$ cat src/rtl/mdu_hilo_ctrl_if.sv
// Pipeline, MDU and HI/LO read-side signals of the HI/LO controller.
// slave is the controller's view; master is the view of the pipeline and MDU around it.
interface mdu_hilo_ctrl_if;
  logic        req_valid;
  logic [3:0]  req_op;
  logic [31:0] req_rs;
  logic [31:0] req_rt;
  logic        req_ready;
  logic        flush;

  logic        mdu_in_valid;
  logic        mdu_in_ready;
  logic [3:0]  mdu_op;
  logic [31:0] mdu_srcA;
  logic [31:0] mdu_srcB;
  logic        mdu_out_valid;
  logic        mdu_out_ready;
  logic [31:0] mdu_hi;
  logic [31:0] mdu_lo;

  logic [31:0] hi;
  logic [31:0] lo;
  logic        hilo_busy;

  modport slave (
    input  req_valid, req_op, req_rs, req_rt, flush,
    input  mdu_in_ready, mdu_out_valid, mdu_hi, mdu_lo,
    output req_ready,
    output mdu_in_valid, mdu_op, mdu_srcA, mdu_srcB, mdu_out_ready,
    output hi, lo, hilo_busy
  );

  modport master (
    output req_valid, req_op, req_rs, req_rt, flush,
    output mdu_in_ready, mdu_out_valid, mdu_hi, mdu_lo,
    input  req_ready,
    input  mdu_in_valid, mdu_op, mdu_srcA, mdu_srcB, mdu_out_ready,
    input  hi, lo, hilo_busy
  );
endinterface

$ cat src/rtl/mdu_hilo_ctrl.sv
// HI/LO owner: runs MULT/DIV through the MDU handshake, MTHI/MTLO write directly, flush cancels or drains.
// Define HILO_FWD_EN to forward the value being written onto hi/lo and release hilo_busy in the result cycle.
`ifndef MULT
`define MULT  4'd1
`endif
`ifndef MULTU
`define MULTU 4'd2
`endif
`ifndef DIV
`define DIV   4'd3
`endif
`ifndef DIVU
`define DIVU  4'd4
`endif
`ifndef MTHI
`define MTHI  4'd5
`endif
`ifndef MTLO
`define MTLO  4'd6
`endif

module mdu_hilo_ctrl (
  input  logic           clk,
  input  logic           reset,
  mdu_hilo_ctrl_if.slave bus
);

  typedef enum logic [1:0] {IDLE, ISSUE, WAIT, DRAIN} state_e;

  state_e      state_q, state_d;
  logic [3:0]  op_q, op_d;
  logic [31:0] srca_q, srca_d;
  logic [31:0] srcb_q, srcb_d;
  logic [31:0] hi_q, hi_d;
  logic [31:0] lo_q, lo_d;

  logic req_ready;
  logic in_valid;
  logic out_ready;
  logic busy;

  always_ff @(posedge clk) begin
    if (reset) begin
      state_q <= IDLE;
      op_q    <= 4'd0;
      srca_q  <= 32'd0;
      srcb_q  <= 32'd0;
      hi_q    <= 32'd0;
      lo_q    <= 32'd0;
    end else begin
      state_q <= state_d;
      op_q    <= op_d;
      srca_q  <= srca_d;
      srcb_q  <= srcb_d;
      hi_q    <= hi_d;
      lo_q    <= lo_d;
    end
  end

  always_comb begin
    state_d   = state_q;
    op_d      = op_q;
    srca_d    = srca_q;
    srcb_d    = srcb_q;
    hi_d      = hi_q;
    lo_d      = lo_q;
    req_ready = (state_q == IDLE) & ~bus.flush;
    in_valid  = 1'b0;
    out_ready = 1'b0;
    busy      = 1'b0;

    case (state_q)
      IDLE: begin
        if (bus.req_valid & req_ready) begin
          case (bus.req_op)
            `MULT, `MULTU, `DIV, `DIVU: begin
              op_d    = bus.req_op;
              srca_d  = bus.req_rs;
              srcb_d  = bus.req_rt;
              state_d = ISSUE;
            end
            `MTHI:   hi_d = bus.req_rs;
            `MTLO:   lo_d = bus.req_rs;
            default: ;
          endcase
        end
      end

      ISSUE: begin
        in_valid = 1'b1;
        busy     = 1'b1;
        // Once the MDU has taken the op, a flush can only discard its result.
        if (bus.mdu_in_ready) begin
          state_d = bus.flush ? DRAIN : WAIT;
        end else if (bus.flush) begin
          state_d = IDLE;
        end
      end

      WAIT: begin
        out_ready = 1'b1;
`ifdef HILO_FWD_EN
        busy      = ~(bus.mdu_out_valid & ~bus.flush);
`else
        busy      = 1'b1;
`endif
        if (bus.flush) begin
          state_d = bus.mdu_out_valid ? IDLE : DRAIN;
        end else if (bus.mdu_out_valid) begin
          hi_d    = bus.mdu_hi;
          lo_d    = bus.mdu_lo;
          state_d = IDLE;
        end
      end

      DRAIN: begin
        out_ready = 1'b1;
        if (bus.mdu_out_valid) begin
          state_d = IDLE;
        end
      end

      default: state_d = IDLE;
    endcase
  end

  assign bus.req_ready     = req_ready;
  assign bus.mdu_in_valid  = in_valid;
  assign bus.mdu_out_ready = out_ready;
  assign bus.mdu_op        = op_q;
  assign bus.mdu_srcA      = srca_q;
  assign bus.mdu_srcB      = srcb_q;
  assign bus.hilo_busy     = busy;

`ifdef HILO_FWD_EN
  assign bus.hi = hi_d;
  assign bus.lo = lo_d;
`else
  assign bus.hi = hi_q;
  assign bus.lo = lo_q;
`endif

endmodule

$ cat src/flat_wrapper.sv
// flat-port wrapper written by rule: the top's interface ports become plain ports
module mdu_hilo_ctrl_flat 
  (clk, reset, bus_req_valid, bus_req_op, bus_req_rs, bus_req_rt, bus_flush, bus_mdu_in_ready, bus_mdu_out_valid, bus_mdu_hi, bus_mdu_lo, bus_req_ready, bus_mdu_in_valid, bus_mdu_op, bus_mdu_srcA, bus_mdu_srcB, bus_mdu_out_ready, bus_hi, bus_lo, bus_hilo_busy);
  mdu_hilo_ctrl_if bus_i ();
  input  logic clk;
  input  logic reset;
  input wire logic [$bits(bus_i.req_valid)-1:0] bus_req_valid;
  input wire logic [$bits(bus_i.req_op)-1:0] bus_req_op;
  input wire logic [$bits(bus_i.req_rs)-1:0] bus_req_rs;
  input wire logic [$bits(bus_i.req_rt)-1:0] bus_req_rt;
  input wire logic [$bits(bus_i.flush)-1:0] bus_flush;
  input wire logic [$bits(bus_i.mdu_in_ready)-1:0] bus_mdu_in_ready;
  input wire logic [$bits(bus_i.mdu_out_valid)-1:0] bus_mdu_out_valid;
  input wire logic [$bits(bus_i.mdu_hi)-1:0] bus_mdu_hi;
  input wire logic [$bits(bus_i.mdu_lo)-1:0] bus_mdu_lo;
  output wire logic [$bits(bus_i.req_ready)-1:0] bus_req_ready;
  output wire logic [$bits(bus_i.mdu_in_valid)-1:0] bus_mdu_in_valid;
  output wire logic [$bits(bus_i.mdu_op)-1:0] bus_mdu_op;
  output wire logic [$bits(bus_i.mdu_srcA)-1:0] bus_mdu_srcA;
  output wire logic [$bits(bus_i.mdu_srcB)-1:0] bus_mdu_srcB;
  output wire logic [$bits(bus_i.mdu_out_ready)-1:0] bus_mdu_out_ready;
  output wire logic [$bits(bus_i.hi)-1:0] bus_hi;
  output wire logic [$bits(bus_i.lo)-1:0] bus_lo;
  output wire logic [$bits(bus_i.hilo_busy)-1:0] bus_hilo_busy;
  assign bus_i.req_valid = bus_req_valid;
  assign bus_i.req_op = bus_req_op;
  assign bus_i.req_rs = bus_req_rs;
  assign bus_i.req_rt = bus_req_rt;
  assign bus_i.flush = bus_flush;
  assign bus_i.mdu_in_ready = bus_mdu_in_ready;
  assign bus_i.mdu_out_valid = bus_mdu_out_valid;
  assign bus_i.mdu_hi = bus_mdu_hi;
  assign bus_i.mdu_lo = bus_mdu_lo;
  assign bus_req_ready = bus_i.req_ready;
  assign bus_mdu_in_valid = bus_i.mdu_in_valid;
  assign bus_mdu_op = bus_i.mdu_op;
  assign bus_mdu_srcA = bus_i.mdu_srcA;
  assign bus_mdu_srcB = bus_i.mdu_srcB;
  assign bus_mdu_out_ready = bus_i.mdu_out_ready;
  assign bus_hi = bus_i.hi;
  assign bus_lo = bus_i.lo;
  assign bus_hilo_busy = bus_i.hilo_busy;
  mdu_hilo_ctrl u_core (.clk(clk), .reset(reset), .bus(bus_i));
endmodule
$ cat config.mk
export PLATFORM = sky130hd
export DESIGN_NAME = mdu_hilo_ctrl_flat
export DESIGN_NICKNAME = d
export VERILOG_FILES = /design/src/rtl/mdu_hilo_ctrl_if.sv /design/src/rtl/mdu_hilo_ctrl.sv /design/src/flat_wrapper.sv
export SDC_FILE = /design/constraint.sdc
export NUM_CORES = 1
export LEC_CHECK = 0
export BUFFER_PORTS_ARGS = -buffer_cell sky130_fd_sc_hd__buf_2
export CAP_MARGIN = 20
export CORE_MARGIN = 4
export CORE_UTILIZATION = 45
export CTS_CLUSTER_DIAMETER = 120
export DETAILED_ROUTE_END_ITERATION = 6
export PLACE_DENSITY_LB_ADDON = 0.1
export SLEW_MARGIN = 25
export SYNTH_ARGS = -nofsm -noshare
export SYNTH_HDL_FRONTEND = slang
export SYNTH_SLANG_ARGS = --single-unit
$ cat constraint.sdc
create_clock -name clk -period 4.7 [get_ports clk]
set_clock_uncertainty 0.05 [all_clocks]
set_input_delay 0.235 -clock clk [delete_from_list [all_inputs] [get_ports clk]]
set_output_delay 0.235 -clock clk [all_outputs]
set_load 0.02 [all_outputs]
**After elaboration in Yosys (flattened, before gate mapping)**

Index checks and enable logic that the tools add are counted.

- Register bits: 134
- Bits of input ports: 138

- Eq/ne operators: 16
- Multiplexer cells: 22
- Bitwise operators: 3
- Reductions and logical operators: 9

Operator list:

| operator | number |
|---|---|
| 32-bit two-way mux | 8 |
| 32-bit case mux with 2 select lines | 2 |
| 2-bit two-way mux | 7 |
| 4-bit by 3-bit == test with 1-bit output (second input constant) | 3 |
| 2-bit != test (second input constant) | 6 |
| 5-bit AND reduction | 2 |
| 4-bit by 2-bit == test with 1-bit output (second input constant) | 2 |
| 2-bit case mux with 4 select lines | 1 |
| 3-bit AND reduction | 2 |
| 2-bit == test (second input constant) | 2 |
| 4-bit by 1-bit == test with 1-bit output (second input constant) | 1 |
| 1-bit two-way mux | 4 |
| 2-bit OR reduction | 2 |
| 4-bit OR reduction | 1 |
| 3-bit != test (second input constant) | 1 |
| 1-bit AND | 2 |
| 2-bit by 1-bit == test with 1-bit output (second input constant) | 1 |
| 2-bit logical NOT | 1 |
| 2-bit nonzero test | 1 |
| 1-bit inverter | 1 |

**Longest topological paths before layout**

Gate-level depths: netlist (run 1).

- Depth in word-level cells: 5
- Depth in mapped cells: 9

**Worst setup path before layout (run 1)**

No wires, ideal clock.

- Kind: flip-flop to flip-flop
- Start: register u_core.state_q[1]
- End: register u_core.hi_q[0] (netlist: u_core.bus.hi[0])
- Setup time: 0.146 ns
- Data arrival time: 1.518 ns
- Required time: 4.504 ns
- Setup slack: 2.986 ns
- Stages on the path, launching flop included: 9
- Buffers on the path: 2
- Period minus slack after synthesis: 1.714 ns
- Cells stage by stage: dfxtp_1 -> inv_1 -> ha_1 -> nand3b_1 -> o21ai_2 -> and2_1 -> buf_2 -> buf_6 -> a211oi_2

- Longest elaborated chain between the ends: 5
- Elaborated cells between the ends (all ways): 11
- Classes of those cells: eq/ne: 5; mux: 1; bitwise: 2; reduce/logical: 3

Ends and longest elaborated chain:

| item | line | source |
|---|---|---|
| start: declaration | mdu_hilo_ctrl.sv:30 | `state_e state_q, state_d;` |
| start signal: assignment | mdu_hilo_ctrl.sv:51 | `state_q <= state_d;` |
| 2-bit logical NOT | mdu_hilo_ctrl.sv:67, mdu_hilo_ctrl.sv:72 |  |
| 1-bit AND | mdu_hilo_ctrl.sv:67 | `req_ready = (state_q == IDLE) & ~bus.flush;` |
| 1-bit AND | mdu_hilo_ctrl.sv:74 | `if (bus.req_valid & req_ready) begin` |
| 2-bit != test (no source line) | - |  |
| 5-bit AND reduction (no source line) | - |  |
| end signal: assignment | mdu_hilo_ctrl.sv:55 | `hi_q <= hi_d;` |
| end: declaration | mdu_hilo_ctrl.sv:34 | `logic [31:0] hi_q, hi_d;` |

Several ways; a longest one is shown, not always the timed one.
A chain may end at the register's enable or synchronous reset.

**Worst setup path after layout (run 1)**

- Start: register u_core.state_q[0]
- End: register u_core.hi_q[23] (netlist: u_core.bus.hi[23])

The elaborated chain is that of the path after synthesis.

==> results of run 1 <==
==> layer usage <==
layer  wire length [um]  up-vias
met5                  0        -
met4                414        0
met3               1532       28
met2               8983      218
met1               7407     2629
li1                   -     2731
==> Yosys cell counts <==
cell type    n
a211oi_1     3
a211oi_2    62
a21o_1       1
a21oi_1    130
a22oi_1      2
a22oi_2      1
and2_1       2
and3_1       2
and4bb_1     1
buf_2       20
buf_4       10
buf_6       13
clkbuf_1    15
dfxtp_1    134
ha_1         5
inv_1        4
mux2i_1     65
nand2_1    132
nand2b_1     7
nand3_2      1
nand3b_1     2
nor2_1       5
nor2b_1      1
nor3b_1      2
o21ai_0      1
o21ai_1      1
o21ai_2      2
o22ai_1      1
o311ai_0     1
o32ai_1      1
or3_1        1
==> logic make-up (layout without fill, tap and decap cells) <==
logic type / count (synthesis) / in the layout / synth area share (%)
simple gates: 156 / 156 / 10.85
flops: 134 / 134 / 44.92
compound gates: 206 / 206 / 25.71
fa+ha+maj: 5 / 5 / 1.048
buf+inv: 62 / 332 / 6.579
mux: 65 / 65 / 10.89
==> metrics by stage <==
stage | hold slack [ps] | instances | power, mW
floorplan | 321.0 | 628 | 1.579
global placement | 388.2 | 1021 | 1.727
detailed placement | 393.3 | 1021 | 1.743
CTS | 0.002415 | 1070 | 3.113
global route | 7.990 | 1070 | 3.201
finish | 11.93 | 1070 | 3.091
==> flip-flops by register name, indices dropped and copies added, names as in the netlist <==
signal,flops
u_core.bus.hi,32
u_core.bus.lo,32
u_core.bus.mdu_op,4
u_core.bus.mdu_srcA,32
u_core.bus.mdu_srcB,32
u_core.state_q,2
==> critical path, cell delays in order, from the launching register on <==
cell and delay [ps]:
dfxtp_1 340, inv_1 150, ha_1 310, nand3b_1 230, o21ai_4 800, and2_2 950
a211oi_1 170
==> power breakdown <==
group | total (mW) | leakage [nW] | internal, mW | switching [mW]
Clock | 1.36 | 0.296 | 0.883 | 0.479
Combinational | 0.522 | 1.91 | 0.183 | 0.339
Sequential | 1.21 | 1.08 | 1.18 | 0.0254
==> worst max-delay path by stage <==
stage                            from                 to  slack [ps]  cells after the start
floorplan           u_core.state_q[1]   u_core.bus.hi[0]        2990                      8
CTS                 u_core.state_q[0]  u_core.bus.hi[23]        1520                      6
finish              u_core.state_q[0]  u_core.bus.hi[23]        1490                      6
global placement    u_core.state_q[0]  u_core.bus.hi[23]        1650                      6
detailed placement  u_core.state_q[0]  u_core.bus.hi[25]        1550                      6
global route        u_core.state_q[1]  u_core.bus.hi[23]        1290                      6
==> final cells by class <==
class	instances	share of cell area [%]
clock inverter	10	1.916
clock buffer	22	5.531
multi-input combinational	432	36.46
timing repair buffer	296	19.82
tap	172	2.680
sequential	134	33.41
inverter	4	0.1870
==> impl_metrics.toml, run 1 <==
[worst_setup_path]
start_kind = "flip-flop"
crit_path_max_fanout = 33
critPathRequiredTime_ps = 4900
critical_path.reg2reg.startpoint = "u_core.state_q[0]"
worstReg2RegEnd = "u_core.bus.hi[23]"
crit_path_end_kind = "flip-flop"
setup_slack_of_the_most_critical_reg_to_reg_path_ps = 1490
classification_of_the_worst_setup_path = "flip-flop to flip-flop"
depth_of_the_most_critical_reg_to_reg_path = 6
crit_arrival_ps = 3410

[yosys]
synth.yosys.seq_area_share_pct = 44.92
synth_cells = 628
syn_area_per_cell_um2 = 9.510
ys_types = 31
syn_nets = 771
netlist.area_leader.share_pct = 44.92
synthDominantAreaCellType = "dfxtp_1"
synth-warning-count = 0
synth.top_cells.by_area = "dfxtp_1, a211oi_2, a21oi_1"
post_synth_instance_area_mm2 = 0.005972
yosys_register_bits = 134

[placed_design]
dpl_cell_area_mm2 = 0.007258
pre_cts_slack_ps = 1550
io_buffers = 273
place.gp.congestion = 0.8020
dp_hpwl_um = 12910

[global_route]
gr-max-usage-layer = "met2"
met1_usage_pct = 27.00
grt_first_pass_wirelength_um = 27310
first_global_vias = 5520
number_of_antenna_violations_at_the_first_check_in_global_routing = 0
gr-usage-met2_pct = 39.52
pin_count_of_the_biggest_net_entering_global_routing = 88
grt_use_met3_pct = 7.868
grt_overflow_total = 0
gr-usage-all-layers_pct = 23.18

[floorplanning]
die-height_um = 123.2
rows = 41
floorplan.core_area_mm2 = 0.01282
top_level_ports = 274
die-area_mm2 = 0.01518
fp.dieW_um = 123.2
initial_core_util_pct = 46.57

[detailed_routing]
postRouteAntennaNets = 0
drt_first_iter_violations = 270
firstDrtPassIters = 4
drt_drc_violations_left = 0
routed_wl_um = 18340
routed_via_density = 5.239
via_count = 5606
route.detailed.wl_per_inst_um = 17.14

[clock_network]
clkLatencyLatePin_ps = 420
numCtsBuffers = 17
ctsHoldBuffers = 17
cts_htree_levels = 4
clockBufferDepth = 2
cts_num_sinks = 134
cts.clk_slew.worst_paths_ps = 60
post_cts_resized = 0
cts_root_buf = "clkbuf_16"
postCtsSetupRepairBufs = 0
cts_tree = "built"

[layout]
multi_input_comb_area_mm2 = 0.002928
antenna-diode-count = 0
finalCoreUtilization_pct = 62.61
final_common_cell = "buf_2"
mostFrequentLayoutCells = "buf_2, dfxtp_1, nand2_1"
stdcell_area_mm2 = 0.008030
sequential_cell_area_mm2 = 0.002683
layout-drive-gt1-share_pct = 41.87
fillerInstances = 1134
layout.nets = 1028
synthToLayoutAreaGrowth_pct = 34.46

[timing]
finalCritPeriodShare_pct = 68.29
max_freq_mhz = 311.5
setup_ws_ps = 1490
finalHoldViolCount = 0
tns_ps = 0
drv_slew = 0
tightest_slew_ps = 998.1
rsz0062_at_grt = "no"
timing.slew.headroom_pct = 33.46
report.final.setup_viol = 0
final_worst_path_period_need_ps = 3210

[worst_hold_path]
whs_path_depth = 3
holdCritPathClass = "input port to flip-flop"
hold_end = "u_core.bus.mdu_srcB[10]"
hp-start = "bus_req_rt[10]"

[flow_run]
maxCapViolations = 0

[run_status]
run_status = "completed"

[power]
power_density_mw_per_mm2 = 384.9
power.leakage_nw = 3.290
vdd_ir_drop_max_uv = 218.1
Note: power is estimated with default switching activity, not from simulation.
==> run 2, diff against run 1 <==
--- a/config.mk
+++ b/config.mk
@@ -8,7 +8,7 @@
 export BUFFER_PORTS_ARGS = -buffer_cell sky130_fd_sc_hd__buf_2
 export CAP_MARGIN = 20
 export CORE_MARGIN = 4
-export CORE_UTILIZATION = 45
+export CORE_UTILIZATION = 43
 export CTS_CLUSTER_DIAMETER = 120
 export DETAILED_ROUTE_END_ITERATION = 6
 export PLACE_DENSITY_LB_ADDON = 0.1
==> constraint.sdc (replaced) <==
create_clock -name clk -period 2.7 [get_ports clk]
set_clock_uncertainty 0.05 [all_clocks]
set_input_delay 0.135 -clock clk [delete_from_list [all_inputs] [get_ports clk]]
set_output_delay 0.135 -clock clk [all_outputs]
set_load 0.02 [all_outputs]
==> impl_metrics.toml, run 2 (synthesis results as in run 1) <==
[run_status]
run_status = "completed"

[worst_setup_path]
critPathTopFamily = "compound AO/OA/AOI/OAI gates"
largest_incremental_delay_on_the_critical_path_ps = 360
crit_arrival_ps = 2440
worstReg2RegEnd = "u_core.bus.hi[16]"
setup_slack_of_the_most_critical_reg_to_reg_path_ps = 540
path_cells = "inv_1, ha_1, nand3b_1, o21ai_4, buf_4, a21oi_1, a211oi_2"
critPathRequiredTime_ps = 2980
critical_path_buf_inv_count = 2
crit_path_end_kind = "flip-flop"
classification_of_the_worst_setup_path = "flip-flop to flip-flop"
critical_path.reg2reg.startpoint = "u_core.state_q[0]"
depth_of_the_most_critical_reg_to_reg_path = 7
crit_path_top_delay_cell = "buf_4"
crit_path_max_fanout = 28
start_kind = "flip-flop"

[floorplanning]
top_level_ports = 274
die-area_mm2 = 0.01584
die-height_um = 125.9
rows = 42
floorplan.core_area_mm2 = 0.01340
initial_core_util_pct = 44.57
fp.dieW_um = 125.9

[global_route]
number_of_antenna_violations_at_the_first_check_in_global_routing = 0
grt_overflow_total = 0
grt_first_pass_wirelength_um = 30860
first_global_vias = 6116
pin_count_of_the_biggest_net_entering_global_routing = 73
gr-usage-all-layers_pct = 24.02

[layout]
mostFrequentLayoutCells = "buf_2, dfxtp_1, nand2_1"
synthToLayoutAreaGrowth_pct = 43.10
stdcell_count = 1131
layout-drive-gt1-share_pct = 40.42
final_common_cell = "buf_2"
antenna-diode-count = 0
fillerInstances = 1135
layout.nets = 1089

[worst_hold_path]
hp-start = "bus_req_op[1]"
whs_path_depth = 3
hold_end = "u_core.bus.mdu_op[1]"
holdCritPathClass = "input port to flip-flop"

[placed_design]
place.gp.congestion = 0.8919
io_buffers = 273
dp_hpwl_um = 13450
placed_cells_incl_taps = 1037

[clock_network]
cts_htree_levels = 4
ctsHoldBuffers = 66
clockBufferDepth = 2
numCtsBuffers = 17
cts_tree = "built"
cts_root_buf = "clkbuf_16"
postCtsSetupRepairBufs = 0
cts_num_sinks = 134
cts.clk_slew.worst_paths_ps = 50
post_cts_resized = 0
clkLatencyLatePin_ps = 400

[detailed_routing]
route.detailed.wl_per_inst_um = 17.16
firstDrtPassIters = 4
routed_via_density = 5.143
drt_first_iter_violations = 234
postRouteAntennaNets = 0
via_count = 5817
drt_drc_violations_left = 0
routed_wl_um = 19410

[power]
power_density_mw_per_mm2 = 602.1
total_power_mw = 5.145
vdd_ir_drop_max_uv = 399.5
power.leakage_nw = 3.524

[timing]
tns_ps = 0
timing.slew.headroom_pct = 51.77
rsz0062_at_grt = "no"
max_freq_mhz = 462.8
final_worst_path_period_need_ps = 2161
report.final.setup_viol = 0
tightest_slew_ps = 723.4
drv_slew = 0
finalHoldViolCount = 0
finalCritPeriodShare_pct = 80.02

[flow_run]
maxCapViolations = 0
run 2: where the power goes:
group / total (mW) / internal (mW) / switching [mW]
combinational: 0.976 / 0.374 / 0.601
sequential: 2.10 / 2.06 / 0.0456
clock: 2.06 / 1.28 / 0.781
run 2: worst max path at each step:
stage,from,end,slack (ps),cells past startpoint
floorplan,u_core.state_q[1],u_core.bus.hi[0],990,8
global placement,u_core.state_q[0],u_core.bus.hi[7],650,7
detailed placement,u_core.state_q[0],u_core.bus.hi[2],560,7
CTS,u_core.state_q[0],u_core.bus.hi[16],530,7
global route,u_core.state_q[0],u_core.bus.hi[8],360,7
finish,u_core.state_q[0],u_core.bus.hi[16],540,7
run 2: metal layers:
metal  vias to the layer above  GRT usage, %  wire length [um]
li1                       2844             -                 -
met1                      2729         27.76              7814
met2                       212         42.23              9681
met3                        32         7.155              1493
met4                         0         8.580               419
met5                         -             0                 0
run 2: area by class of cell:
class	count	area, um^2	area share (%)
clock buffers	22	464.2	5.432
well taps	176	220.2	2.577
clock inverters	6	55.05	0.6442
repair buffers	357	2181	25.52
inverters	4	15.01	0.1757
flip-flops and latches	134	2683	31.39
multi-input cells	432	2928	34.26
run 2: worst min-delay path: cells and delay by family:
family | cells | cell delay, ps
and+or+nand+nor | 1 | 90
AOI/OAI and AO/OA | 1 | 70
buffers and inverters | 1 | 130
run 2: per-stage QoR:
| stage | utilization (%) | hold WS (ps) | area (um^2) | worst slack, ps |
|---|---|---|---|---|
| after floorplan | - | 221.0 | 5972 | 985.7 |
| after global placement | 54.97 | 326.6 | 7366 | 653.4 |
| after detailed placement | 54.97 | 331.4 | 7366 | 557.1 |
| after CTS | 63.77 | 0.9892 | 8546 | 534.0 |
| after global routing | 63.77 | 33.56 | 8546 | 358.1 |
| final | 63.77 | 19.93 | 8546 | 539.4 |
